===== src/rtl/fpu_pkg.sv =====
// Shared FPU definitions: rounding-mode codes, special single-precision encodings,
// sequencer state encoding and small helpers.
package fpu_pkg;

  localparam int unsigned FP_W  = 32;
  localparam int unsigned EXP_W = 8;

  localparam logic [2:0] RM_RNE = 3'b000;
  localparam logic [2:0] RM_RZ  = 3'b001;
  localparam logic [2:0] RM_RD  = 3'b010;
  localparam logic [2:0] RM_RU  = 3'b011;
  localparam logic [2:0] RM_RNA = 3'b100;

  localparam logic [FP_W-1:0] FP_POS_ZERO = 32'h0000_0000;
  localparam logic [FP_W-1:0] FP_NEG_ZERO = 32'h8000_0000;
  localparam logic [FP_W-1:0] FP_POS_INF  = 32'h7F80_0000;
  localparam logic [FP_W-1:0] FP_NEG_INF  = 32'hFF80_0000;
  localparam logic [FP_W-1:0] FP_QNAN     = 32'h7FC0_0000;

  // Flag vector order is {inv, ov, un, inexact}
  localparam logic [3:0] FLAG_INV = 4'b1000;

  localparam int unsigned ST_W = 2;
  localparam logic [ST_W-1:0] ST_IDLE = 2'd0;
  localparam logic [ST_W-1:0] ST_WAIT = 2'd1;
  localparam logic [ST_W-1:0] ST_RESP = 2'd2;

  // Reserved rounding codes collapse to round-to-nearest-even
  function automatic logic [2:0] legal_rm(input logic [2:0] rm);
    return (rm <= RM_RNA) ? rm : RM_RNE;
  endfunction

endpackage


===== src/rtl/fp_add_seq.sv =====
// Request/response sequencer around an external fixed-latency FP adder.
// Optional FP_ADD_SEQ_SUB_EN turns op_sub into a sign flip of operand 2 (NaN excepted).
module fp_add_seq
  import fpu_pkg::*;
#(
  parameter int unsigned W       = 32,
  parameter int unsigned ADD_LAT = 2
) (
  input  logic         clk,
  input  logic         rst,
  input  logic         req_valid,
  output logic         req_ready,
  input  logic [W-1:0] req_in1,
  input  logic [W-1:0] req_in2,
  input  logic [2:0]   req_round_m,
  input  logic         op_sub,
  output logic [W-1:0] a_in1,
  output logic [W-1:0] a_in2,
  output logic [2:0]   a_round_m,
  input  logic [W-1:0] a_out,
  input  logic         a_ov,
  input  logic         a_un,
  input  logic         a_inv,
  input  logic         a_inexact,
  input  logic         a_done,
  output logic         res_valid,
  input  logic         res_ready,
  output logic [W-1:0] res_out,
  output logic [3:0]   res_flags,
  output logic [3:0]   fflags,
  input  logic         clr_flags,
  output logic         busy
);

  localparam int unsigned CNT_W = (ADD_LAT > 0) ? $clog2(ADD_LAT + 1) : 1;
  localparam int unsigned MAN_W = W - EXP_W - 1;

  logic [ST_W-1:0]  state, state_d;
  logic [CNT_W-1:0] cnt, cnt_d;
  logic [W-1:0]     a_in1_d, a_in2_d, res_out_d, in2_eff;
  logic [2:0]       rm_d;
  logic [3:0]       res_flags_d, fflags_d;

`ifdef FP_ADD_SEQ_SUB_EN
  logic in2_is_nan;
  assign in2_is_nan = (&req_in2[W-2 -: EXP_W]) && (|req_in2[MAN_W-1:0]);
  assign in2_eff    = (op_sub && !in2_is_nan) ? {~req_in2[W-1], req_in2[W-2:0]} : req_in2;
`else
  logic unused_op_sub;
  assign unused_op_sub = op_sub;
  assign in2_eff       = req_in2;
`endif

  // Next-state and next-register values
  always_comb begin
    state_d     = state;
    cnt_d       = cnt;
    a_in1_d     = a_in1;
    a_in2_d     = a_in2;
    rm_d        = a_round_m;
    res_out_d   = res_out;
    res_flags_d = res_flags;
    fflags_d    = clr_flags ? 4'b0000 : fflags;
    case (state)
      ST_IDLE: begin
        if (req_valid) begin
          state_d = ST_WAIT;
          cnt_d   = CNT_W'(ADD_LAT);
          a_in1_d = req_in1;
          a_in2_d = in2_eff;
          rm_d    = legal_rm(req_round_m);
        end
      end
      ST_WAIT: begin
        if (cnt == CNT_W'(0)) begin
          state_d     = ST_RESP;
          res_out_d   = a_done ? a_out : W'(FP_QNAN);
          res_flags_d = a_done ? {a_inv, a_ov, a_un, a_inexact} : FLAG_INV;
          fflags_d    = fflags_d | res_flags_d;
        end else begin
          cnt_d = cnt - CNT_W'(1);
        end
      end
      ST_RESP: begin
        if (res_ready) state_d = ST_IDLE;
      end
      default: state_d = ST_IDLE;
    endcase
  end

  always_ff @(posedge clk or posedge rst) begin
    if (rst) begin
      state     <= ST_IDLE;
      cnt       <= '0;
      a_in1     <= '0;
      a_in2     <= '0;
      a_round_m <= RM_RNE;
      res_out   <= '0;
      res_flags <= '0;
      fflags    <= '0;
      req_ready <= 1'b1;
      res_valid <= 1'b0;
      busy      <= 1'b0;
    end else begin
      state     <= state_d;
      cnt       <= cnt_d;
      a_in1     <= a_in1_d;
      a_in2     <= a_in2_d;
      a_round_m <= rm_d;
      res_out   <= res_out_d;
      res_flags <= res_flags_d;
      fflags    <= fflags_d;
      req_ready <= (state_d == ST_IDLE);
      res_valid <= (state_d == ST_RESP);
      busy      <= (state_d != ST_IDLE);
    end
  end

endmodule


===== config.mk =====
export PLATFORM = sky130hd
export DESIGN_NAME = fp_add_seq
export DESIGN_NICKNAME = d
export VERILOG_FILES = /design/src/rtl/fpu_pkg.sv /design/src/rtl/fp_add_seq.sv
export SDC_FILE = /design/constraint.sdc
export NUM_CORES = 1
export LEC_CHECK = 0
export BUFFER_PORTS_ARGS = -buffer_cell sky130_fd_sc_hd__buf_2
export CAP_MARGIN = 20
export CORE_UTILIZATION = 41
export DETAILED_ROUTE_END_ITERATION = 8
export PLACE_DENSITY = 0.76
export SLEW_MARGIN = 40
export SYNTH_ARGS = -nofsm -noshare
export SYNTH_HDL_FRONTEND = slang
export SYNTH_SLANG_ARGS = --single-unit
export TNS_END_PERCENT = 10

===== constraint.sdc =====
create_clock -name clk -period 3.1 [get_ports clk]
set_clock_uncertainty 0.05 [all_clocks]
set_input_delay 0.155 -clock clk [delete_from_list [all_inputs] [get_ports clk]]
set_output_delay 0.155 -clock clk [all_outputs]
set_load 0.02 [all_outputs]

# After elaboration in Yosys (flattened, before gate mapping)
# Index checks and enable logic that the tools add are counted.
# totals
wordCells	40
memories	0
ramBits	0
in_bits	110
out_inout_bits	110
register_bits	114
latch_bits	0
mem_bits_ro	0
# op_classes
n_mul	0
shifts	0
magnitude_cmp	1
n_bitwise	1
n_mux	13
eq_ne	5
n_addsub	1
div_mod_pow	0
reduce_logical	8
# op_table
cell	n
2-to-1 mux 32 bit	1
2-to-1 mux 4 bit	4
2-to-1 mux 2 bit	5
zero test 2 bit	3
one-hot mux 2 bit (3 select lines)	1
equality test 2 bit (second input constant)	2
inequality test 2 bit (second input constant)	2
bitwise OR 4 bit	1
one-hot mux 2 bit (2 select lines)	1
AND reduction 2 bit	2
nonzero test 2 bit	2
less-or-equal comparator 3 bit (second input constant)	1
2-to-1 mux 3 bit	1
AND reduction 3 bit	1
equality test 2 x 1 -> 1 bit (second input constant)	1
subtractor 2 x 1 -> 2 bit (second input constant)	1

# Logic depth before layout (Yosys ltp)
# Gate-level depths: netlist of the first run.
# depth
ltp_word	4
ltp_mapped	7
depth_no_buf	5

# Least setup slack after synthesis of the first run
# No wires, ideal clock.
# synth_timing
kind	register to register
startpoint	reg state[0]
endpoint	reg a_in1[0]
path_buffers	2
arrival_ps	1388
period_less_slack_ps	1563
path_slack_ps	1537
required_ps	2925
stages_incl_launch_ff	5
setup_ps	125
cell_sequence	dfrtp_1 > buf_6 > nor3b_4 > buf_6 > mux2_2
# synth_between
elab_chain_len	2
# synth_rtl
item	line	rtl
start: declaration	fp_add_seq.sv:38	logic [ST_W-1:0] state, state_d;
start signal: assignment	fp_add_seq.sv:105	state <= state_d;
zero test 2 bit	fp_add_seq.sv:64	case (state)
AND reduction 2 bit (no line)	n/a	
end signal: assignment	fp_add_seq.sv:107	a_in1 <= a_in1_d;
end: declaration	fp_add_seq.sv:17	output logic [W-1:0] a_in1,
# Every way passes these cells.
# A chain may end at the register's enable or synchronous reset.

# Worst setup path in the final report of the first run
# layout_timing
startpoint	reg cnt[0]
endpoint	reg fflags[0]
# layout_between
elab_chain_len	3
# layout_rtl
item	line	rtl
start: declaration	fp_add_seq.sv:39	logic [CNT_W-1:0] cnt, cnt_d;
start signal: assignment	fp_add_seq.sv:106	cnt <= cnt_d;
zero test 2 bit	fp_add_seq.sv:75	if (cnt == CNT_W'(0)) begin
2-to-1 mux 4 bit	fp_add_seq.sv:75	
2-to-1 mux 4 bit	fp_add_seq.sv:64	
named net fflags_d[0]	fp_add_seq.sv:42	logic [3:0] res_flags_d, fflags_d;
end signal: assignment	fp_add_seq.sv:112	fflags <= fflags_d;
end: declaration	fp_add_seq.sv:30	output logic [3:0] fflags,
# The timed path passes the listed nets, and every way through them passes these cells.

==> impl_metrics.tcl, run 1 <==
set metrics [dict create \
    yosysMostFrequentCell "dfrtp_1" \
    cts_tree "done" \
    viasPerCell 4.84 \
    max-slew-margin-rel_pct 57.2 \
    path_cells "inv_1 > ha_1 > and3b_1 > buf_4 > nand3_1 > o21ai_0 > dlygate4sd3_1" \
    rows 37 \
    clkLatencyLatePin_ns 0.49 \
    yosys.area_share.simple_pct 10.8 \
    synth_seq_cells 114 \
    crit_slowest_cell "dlygate4sd3_1" \
    synthAdderAreaFrac_pct 0.283 \
    path_clk_slew_ns 0.06 \
    rsz0062_at_grt "false" \
    min_from "a_done" \
    drtAntennaViolNets 0 \
    grt_overflow 0 \
    numPortBuffers 218 \
    synth_cell_type_count 29 \
    tightest_slew_ns 0.643 \
    routed_wl_um 13000 \
    clockBufferDepth 2 \
    clock.fmax_mhz 437 \
    hold_end "res_out[15]" \
    r2r_start "cnt[0]" \
    r2r-end "fflags[0]" \
    grt_max_degree 115 \
    dr.pass1.iters 6 \
    ys_seq_area_share_pct 64.6 \
    criticalPathCategory "reg -> reg" \
    cap_violations 0 \
    p_per_area_nw_per_um2 1070 \
    gr-usage-met1_pct 27.2 \
    setup_viol 0 \
    synthMuxAreaShare_pct 16.3 \
    synthTopCellsByCount "113 x dfrtp_1, 64 x mux2_2, 53 x nand2_1" \
    die_w_um 106 \
    antenna_found_initial 0 \
    endpoint_kind "flop" \
    setup_tns_ns 0 \
    path_delay_family "buffers and inverters" \
    placed_cell_area_um2 5590 \
    yosys-top-cells-area "dfrtp_1 64%, mux2_2 16%, nand2_1 4.5%, nand3_1 3.1%, buf_6 2.0%" \
    diodes 0 \
    track_usage_pct 24.4 \
    seq_area_um2 2850 \
    leakage_nw 3.69 \
    grt_pass1_vias 4182 \
    dieArea_um2 11200 \
    dp_hpwl_um 7140 \
    crit_buf_inv 3 \
    hp-class "in -> reg" \
    synth_edf_count 0 \
    post_cts_buffers 0 \
    reg2regPathDepth 7 \
    nFillCells 646 \
    start_util_pct 42.6 \
    synth_ff_type "dfrtp_1" \
    synth_top_cell_area_share_pct 64.0 \
    critPathMaxFanout 44 \
    place_congestion 0.742 \
    status "finished, final reports clean" \
    syn_area_um2 4420 \
    fin_crit_sh_pct 73.8 \
    arrival_ns 2.68 \
    cts-root-buf "clkbuf_8" \
    cts.sinks 114 \
    r2r_slack_ns 0.81 \
    ir_drop_v 0.000485 \
    post_cts_resized 0 \
    grt_most_used_layer "met2" \
    hold_depth 3 \
    finalInstanceArea_um2 7320 \
    startpoint_type "flop" \
    areaGrowthSynthToFinish_pct 65.6 \
    cts-htree-levels 4 \
    slowest_delay_ns 0.57 \
    synth_top_family_by_area "multiplexers" \
    vias 3988 \
    dr.first_iter.drc_count 200 \
    die_h_um 106 \
    grtUsageMet3_pct 8.04 \
    synth_xor_area_share_pct 0 \
    ys_warn_count 0 \
    crit_required_ns 3.49 \
    drive_gt1_share_pct 46.4 \
    coreArea_um2 10400 \
    cts_buffers 17 \
    nets 787 \
    yosys.area.top_type "dfrtp_1" \
    hold_ws_ns 0.154 \
    synth_nets 457 \
    post-route-drc-count 0 \
    grt_pass1_wl_um 20900 \
    drv_slew 0 \
    syn-instance-count 346 \
    async_reset_ff_share_pct 100 \
    multiInputGateArea_um2 1350 \
    cts_hold_buf 109 \
    synth_compound_area_share_pct 3.26 \
    pin_count 220 \
    met2_usage_pct 42.4 \
    hold_viol 0 \
    min_period_ns 2.29 \
    wl_per_cell_um 15.8 \
    syn_avg_cell_area_um2 12.8 \
]
metal layers:
layer  wire length [µm]  part of all wire [%]
met1               5000                    38
met2               6740                    52
met3                952                   7.3
met4                335                   2.6
met5                  0                     0
report_power, final:
part | internal (mW) | switching (mW) | total [mW]
logic | 1.25 | 1.84 | 3.09
registers | 2.22 | 0.394 | 2.61
clock network | 1.45 | 0.651 | 2.10
metrics by stage:
stage	std cells	worst slack, ns	total power [mW]	utilization, %
4_1_cts	824	0.756	7.78	70.5
2_1_floorplan	346	1.51	4.57	-
3_3_place_gp	684	1.18	5.42	53.9
5_1_grt	824	0.639	8.23	70.6
6_report	824	0.811	7.80	70.6
3_5_place_dp	684	1.10	5.55	53.9
tightest hold or removal path, cell delays in order:
cell and delay [ns]:
buf_2 0.31, nand3_1 0.15, nand2_1 0.05
registers in the layout, summed over array words and instances, names as in the netlist:
signal / flops
state: 2
cnt: 2
busy: 1
req_ready: 1
res_flags: 4
res_out: 32
a_in2: 32
a_round_m: 3
a_in1: 32
fflags: 4
res_valid: 1
cell usage in the layout, fill, tap and decap left out, types with 3 or more instances in the layout:
master and count:
nand2b_1 3, a31oi_1 9, dfrtp_1 113, o21ai_0 9
buf_2 218, mux2_2 64, nand3_1 27, bufinv_16 5
inv_1 18, nand2_1 53, nor2_1 11, nand3b_1 3
clkbuf_8 4, clkbuf_16 16, dlygate4sd3_1 109
area by class of cell:
cell class | count | area share (%)
clock buffers | 22 | 6.32
clock inverters | 9 | 2.41
inverters | 19 | 1.03
multi-input cells | 193 | 18.5
flip-flops and latches | 114 | 39.0
well taps | 136 | 2.32
repair buffers | 331 | 30.4
logic make-up (layout without fill, tap and decap cells):
group,after synthesis,count (layout)
DFF,114,114
and+or+nand+nor,104,104
muxes,64,64
buffers and inverters,39,381
AOI/OAI and AO/OA,24,24
adders and majority gates,1,1
how the worst max path moves through the flow:
stage	to	cells after the start	from
3_3_place_gp	a_in1[10]	3	state[0]
6_report	fflags[0]	7	cnt[0]
5_1_grt	fflags[0]	7	cnt[0]
2_1_floorplan	a_in1[0]	1	rst
4_1_cts	a_round_m[2]	5	state[0]
3_5_place_dp	a_in2[2]	3	state[0]
No activity file was read; power rests on OpenSTA's default activity.
==> run 2: changes to the inputs <==
ABC_AREA = 1   (was default)
CORE_UTILIZATION = 46   (was 41)
PLACE_DENSITY = 0.8   (was 0.76)
clock period = 2.2 ns   (was 3.1 ns; I/O delays follow)
==> impl_metrics.tcl, run 2 <==
set metrics [dict create \
    place_congestion 0.827 \
    die_w_um 101 \
    clkPwrFrac_pct 25.8 \
    final_common_cell "buf_2" \
    cts-root-buf "clkbuf_8" \
    grt_pass1_wl_um 23400 \
    yosys-top-cells-area "dfrtp_1 63%, nand2_1 18%, nand3_1 7.9%, o21ai_0 2.1%, o21ai_1 1.9%" \
    grt_pass1_vias 5027 \
    path_delay_family "simple AND/OR/NAND/NOR gates" \
    nets 932 \
    critPathMaxFanout 32 \
    cts_buffers 17 \
    syn-instance-count 500 \
    drv_slew 0 \
    ys_seq_area_share_pct 63.3 \
    synth_cell_type_count 19 \
    syn_area_um2 4510 \
    syn_avg_cell_area_um2 9.01 \
    antenna_found_initial 0 \
    pin_count 220 \
    clockBufferDepth 2 \
    coreArea_um2 9370 \
    p_comb_share_pct 40.7 \
    setup_tns_ns 0 \
    p_seq_share_pct 33.5 \
    cts.sinks 114 \
    dieArea_um2 10200 \
    tightest_slew_ns 0.672 \
    arrival_ns 2.15 \
    path_clk_slew_ns 0.06 \
    leakage_nw 4.07 \
    wl_met2_um 7880 \
    path_cells "inv_1 > ha_1 > nand3_2 > buf_4 > nand2_1 > o21ai_0" \
    synth_top_cell_area_share_pct 62.8 \
    endpoint_kind "flop" \
    slowest_delay_ns 0.40 \
    final_cell_mix "218 x buf_2, 216 x nand2_1, 113 x dfrtp_1, 108 x dlygate4sd3_1, 70 x nand3_1" \
    synth_seq_cells 114 \
    dr.pass1.iters 4 \
    p_total_mw 11.0 \
    crit_slowest_cell "nand3_2" \
    dr.first_iter.drc_count 237 \
    vias 4899 \
    numPortBuffers 218 \
    intPower_mw 6.42 \
    min_period_ns 1.83 \
    hp-class "in -> reg" \
    status "finished, final reports clean" \
    areaGrowthSynthToFinish_pct 64.0 \
    drive_gt1_share_pct 31.3 \
    ir_drop_v 0.000791 \
    drtAntennaViolNets 0 \
    post-route-drc-count 0 \
    synth_edf_count 0 \
    fin_crit_sh_pct 83.1 \
    hold_viol 0 \
    crit_required_ns 2.52 \
    ys_warn_count 0 \
    setup_viol 0 \
    rows 35 \
    start_util_pct 48.1 \
    cts_tree "done" \
    seq_area_um2 2850 \
    crit_buf_inv 2 \
    grt_overflow 0 \
    post_cts_resized 0 \
    p_per_area_nw_per_um2 1480 \
    rsz0062_at_grt "false" \
    post_cts_buffers 0 \
    routed_wl_um 15000 \
    startpoint_type "flop" \
    wl_per_cell_um 15.6 \
    reg.largest.list "a_in1: 32 flops, a_in2: 32 flops, res_out: 32 flops" \
    yosys.area.top_type "dfrtp_1" \
    async_reset_ff_share_pct 100 \
    die_h_um 101 \
    grt_max_degree 115 \
    synthTopCellsByCount "216 x nand2_1, 113 x dfrtp_1, 71 x nand3_1" \
    routed-wl-met3_um 1090 \
    maxUsedRoutingLayer "met4" \
    multiInputGateArea_um2 1460 \
    yosysMostFrequentCell "nand2_1" \
    clock.fmax_mhz 547 \
    max-slew-margin-rel_pct 55.2 \
    diodes 0 \
    clkLatencyLatePin_ns 0.49 \
    cap_violations 0 \
    p_switching_mw 4.53 \
    viasPerCell 5.09 \
    dp_hpwl_um 7820 \
    nFillCells 573 \
    cts-htree-levels 4 \
    track_usage_pct 30.4 \
    criticalPathCategory "reg -> reg" \
    switching_share_pct 41.4 \
    synth_nets 611 \
    wl_met1_um 5390 \
    synth_ff_type "dfrtp_1" \
]
run 2: cell count changes in the layout (fill, tap and decap cells not counted), moves of 2 or more:
cell / before / now
or2_1: 0 / 3
nand2b_1: 3 / 0
nand3_1: 27 / 70
a31oi_1: 9 / 0
inv_1: 18 / 9
buf_4: 2 / 6
o21ai_0: 9 / 19
nand3b_1: 3 / 0
clkinv_4: 0 / 4
o21ai_1: 0 / 17
mux2_2: 64 / 0
clkbuf_8: 4 / 2
nand2_1: 53 / 216
run 2: worst paths after layout:
check                      startpoint           to  slack, ns  cells after the start
setup / recovery               cnt[0]  res_out[26]       0.37                      6
hold / removal                 a_done  res_out[22]       0.05                      4
setup reg to reg               cnt[0]  res_out[26]       0.37                      6
hold reg to reg              a_in2[0]     a_in2[0]       0.41                      2
max in group asynchronous         rst     a_in1[3]       1.35                      4
min in group asynchronous         rst     a_in2[2]       0.26                      4
run 2: cell families (layout without fill, tap and decap cells):
family	count (synthesis)	count (layout)	share of synthesized area, %
simple gates	305	305	27.7
flops	114	114	63.3
buf+inv	43	377	4.55
compound gates	37	37	4.11
fa+ha+maj	1	1	0.278
run 2: cell type report:
class / instances / share of cell area [%]
clock inverter: 12 / 2.45
inverter: 11 / 0.609
timing repair buffer: 334 / 30.5
clock buffer: 20 / 5.89
multi-input combinational: 343 / 19.7
sequential: 114 / 38.6
tap: 129 / 2.18
run 2: power groups by stage:
stage / Clock, mW / Combinational, mW / Sequential [mW]
global route: 2.99 / 4.86 / 3.76
detailed placement: 0 / 4.21 / 3.62
CTS: 2.89 / 4.37 / 3.62
floorplan: 0 / 1.60 / 4.77
global placement: 0 / 4.08 / 3.57
finish: 2.83 / 4.46 / 3.67
run 2: stage by stage:
| stage | utilization [%] | cell area [µm²] | hold WS, ns | setup slack [ns] | instances |
|---|---|---|---|---|---|
| detailed placement | 60.7 | 5690 | 0.291 | 0.410 | 823 |
| floorplan | - | 4510 | 0.203 | 0.655 | 500 |
| global route | 78.9 | 7390 | 0.0614 | 0.208 | 963 |
| CTS | 78.9 | 7390 | 0.0153 | 0.358 | 963 |
| global placement | 60.7 | 5690 | 0.281 | 0.487 | 823 |
| finish | 78.9 | 7390 | 0.0463 | 0.372 | 963 |
run 2: tightest hold or removal path: cells and delay by family:
| family | cells | cell delay (ns) |
|---|---|---|
| AO/OA/AOI/OAI | 1 | 0.13 |
| buffers and inverters | 2 | 0.25 |
| AND/OR/NAND/NOR | 1 | 0.06 |
run 2: per-layer routing:
| layer | global-route usage, % | vias to the layer above |
|---|---|---|
| met1 | 31.3 | 2295 |
| li1 | - | 2245 |
| met4 | 19.4 | 0 |
| met5 | 0 | - |
| met3 | 8.74 | 70 |
| met2 | 54.0 | 289 |
run 2: timing repair:
action | 4_1_cts | 5_1_grt
hold endpoints to repair | 224 | 0
setup endpoints to repair | 0 | 0
hold buffers | 108 | 0
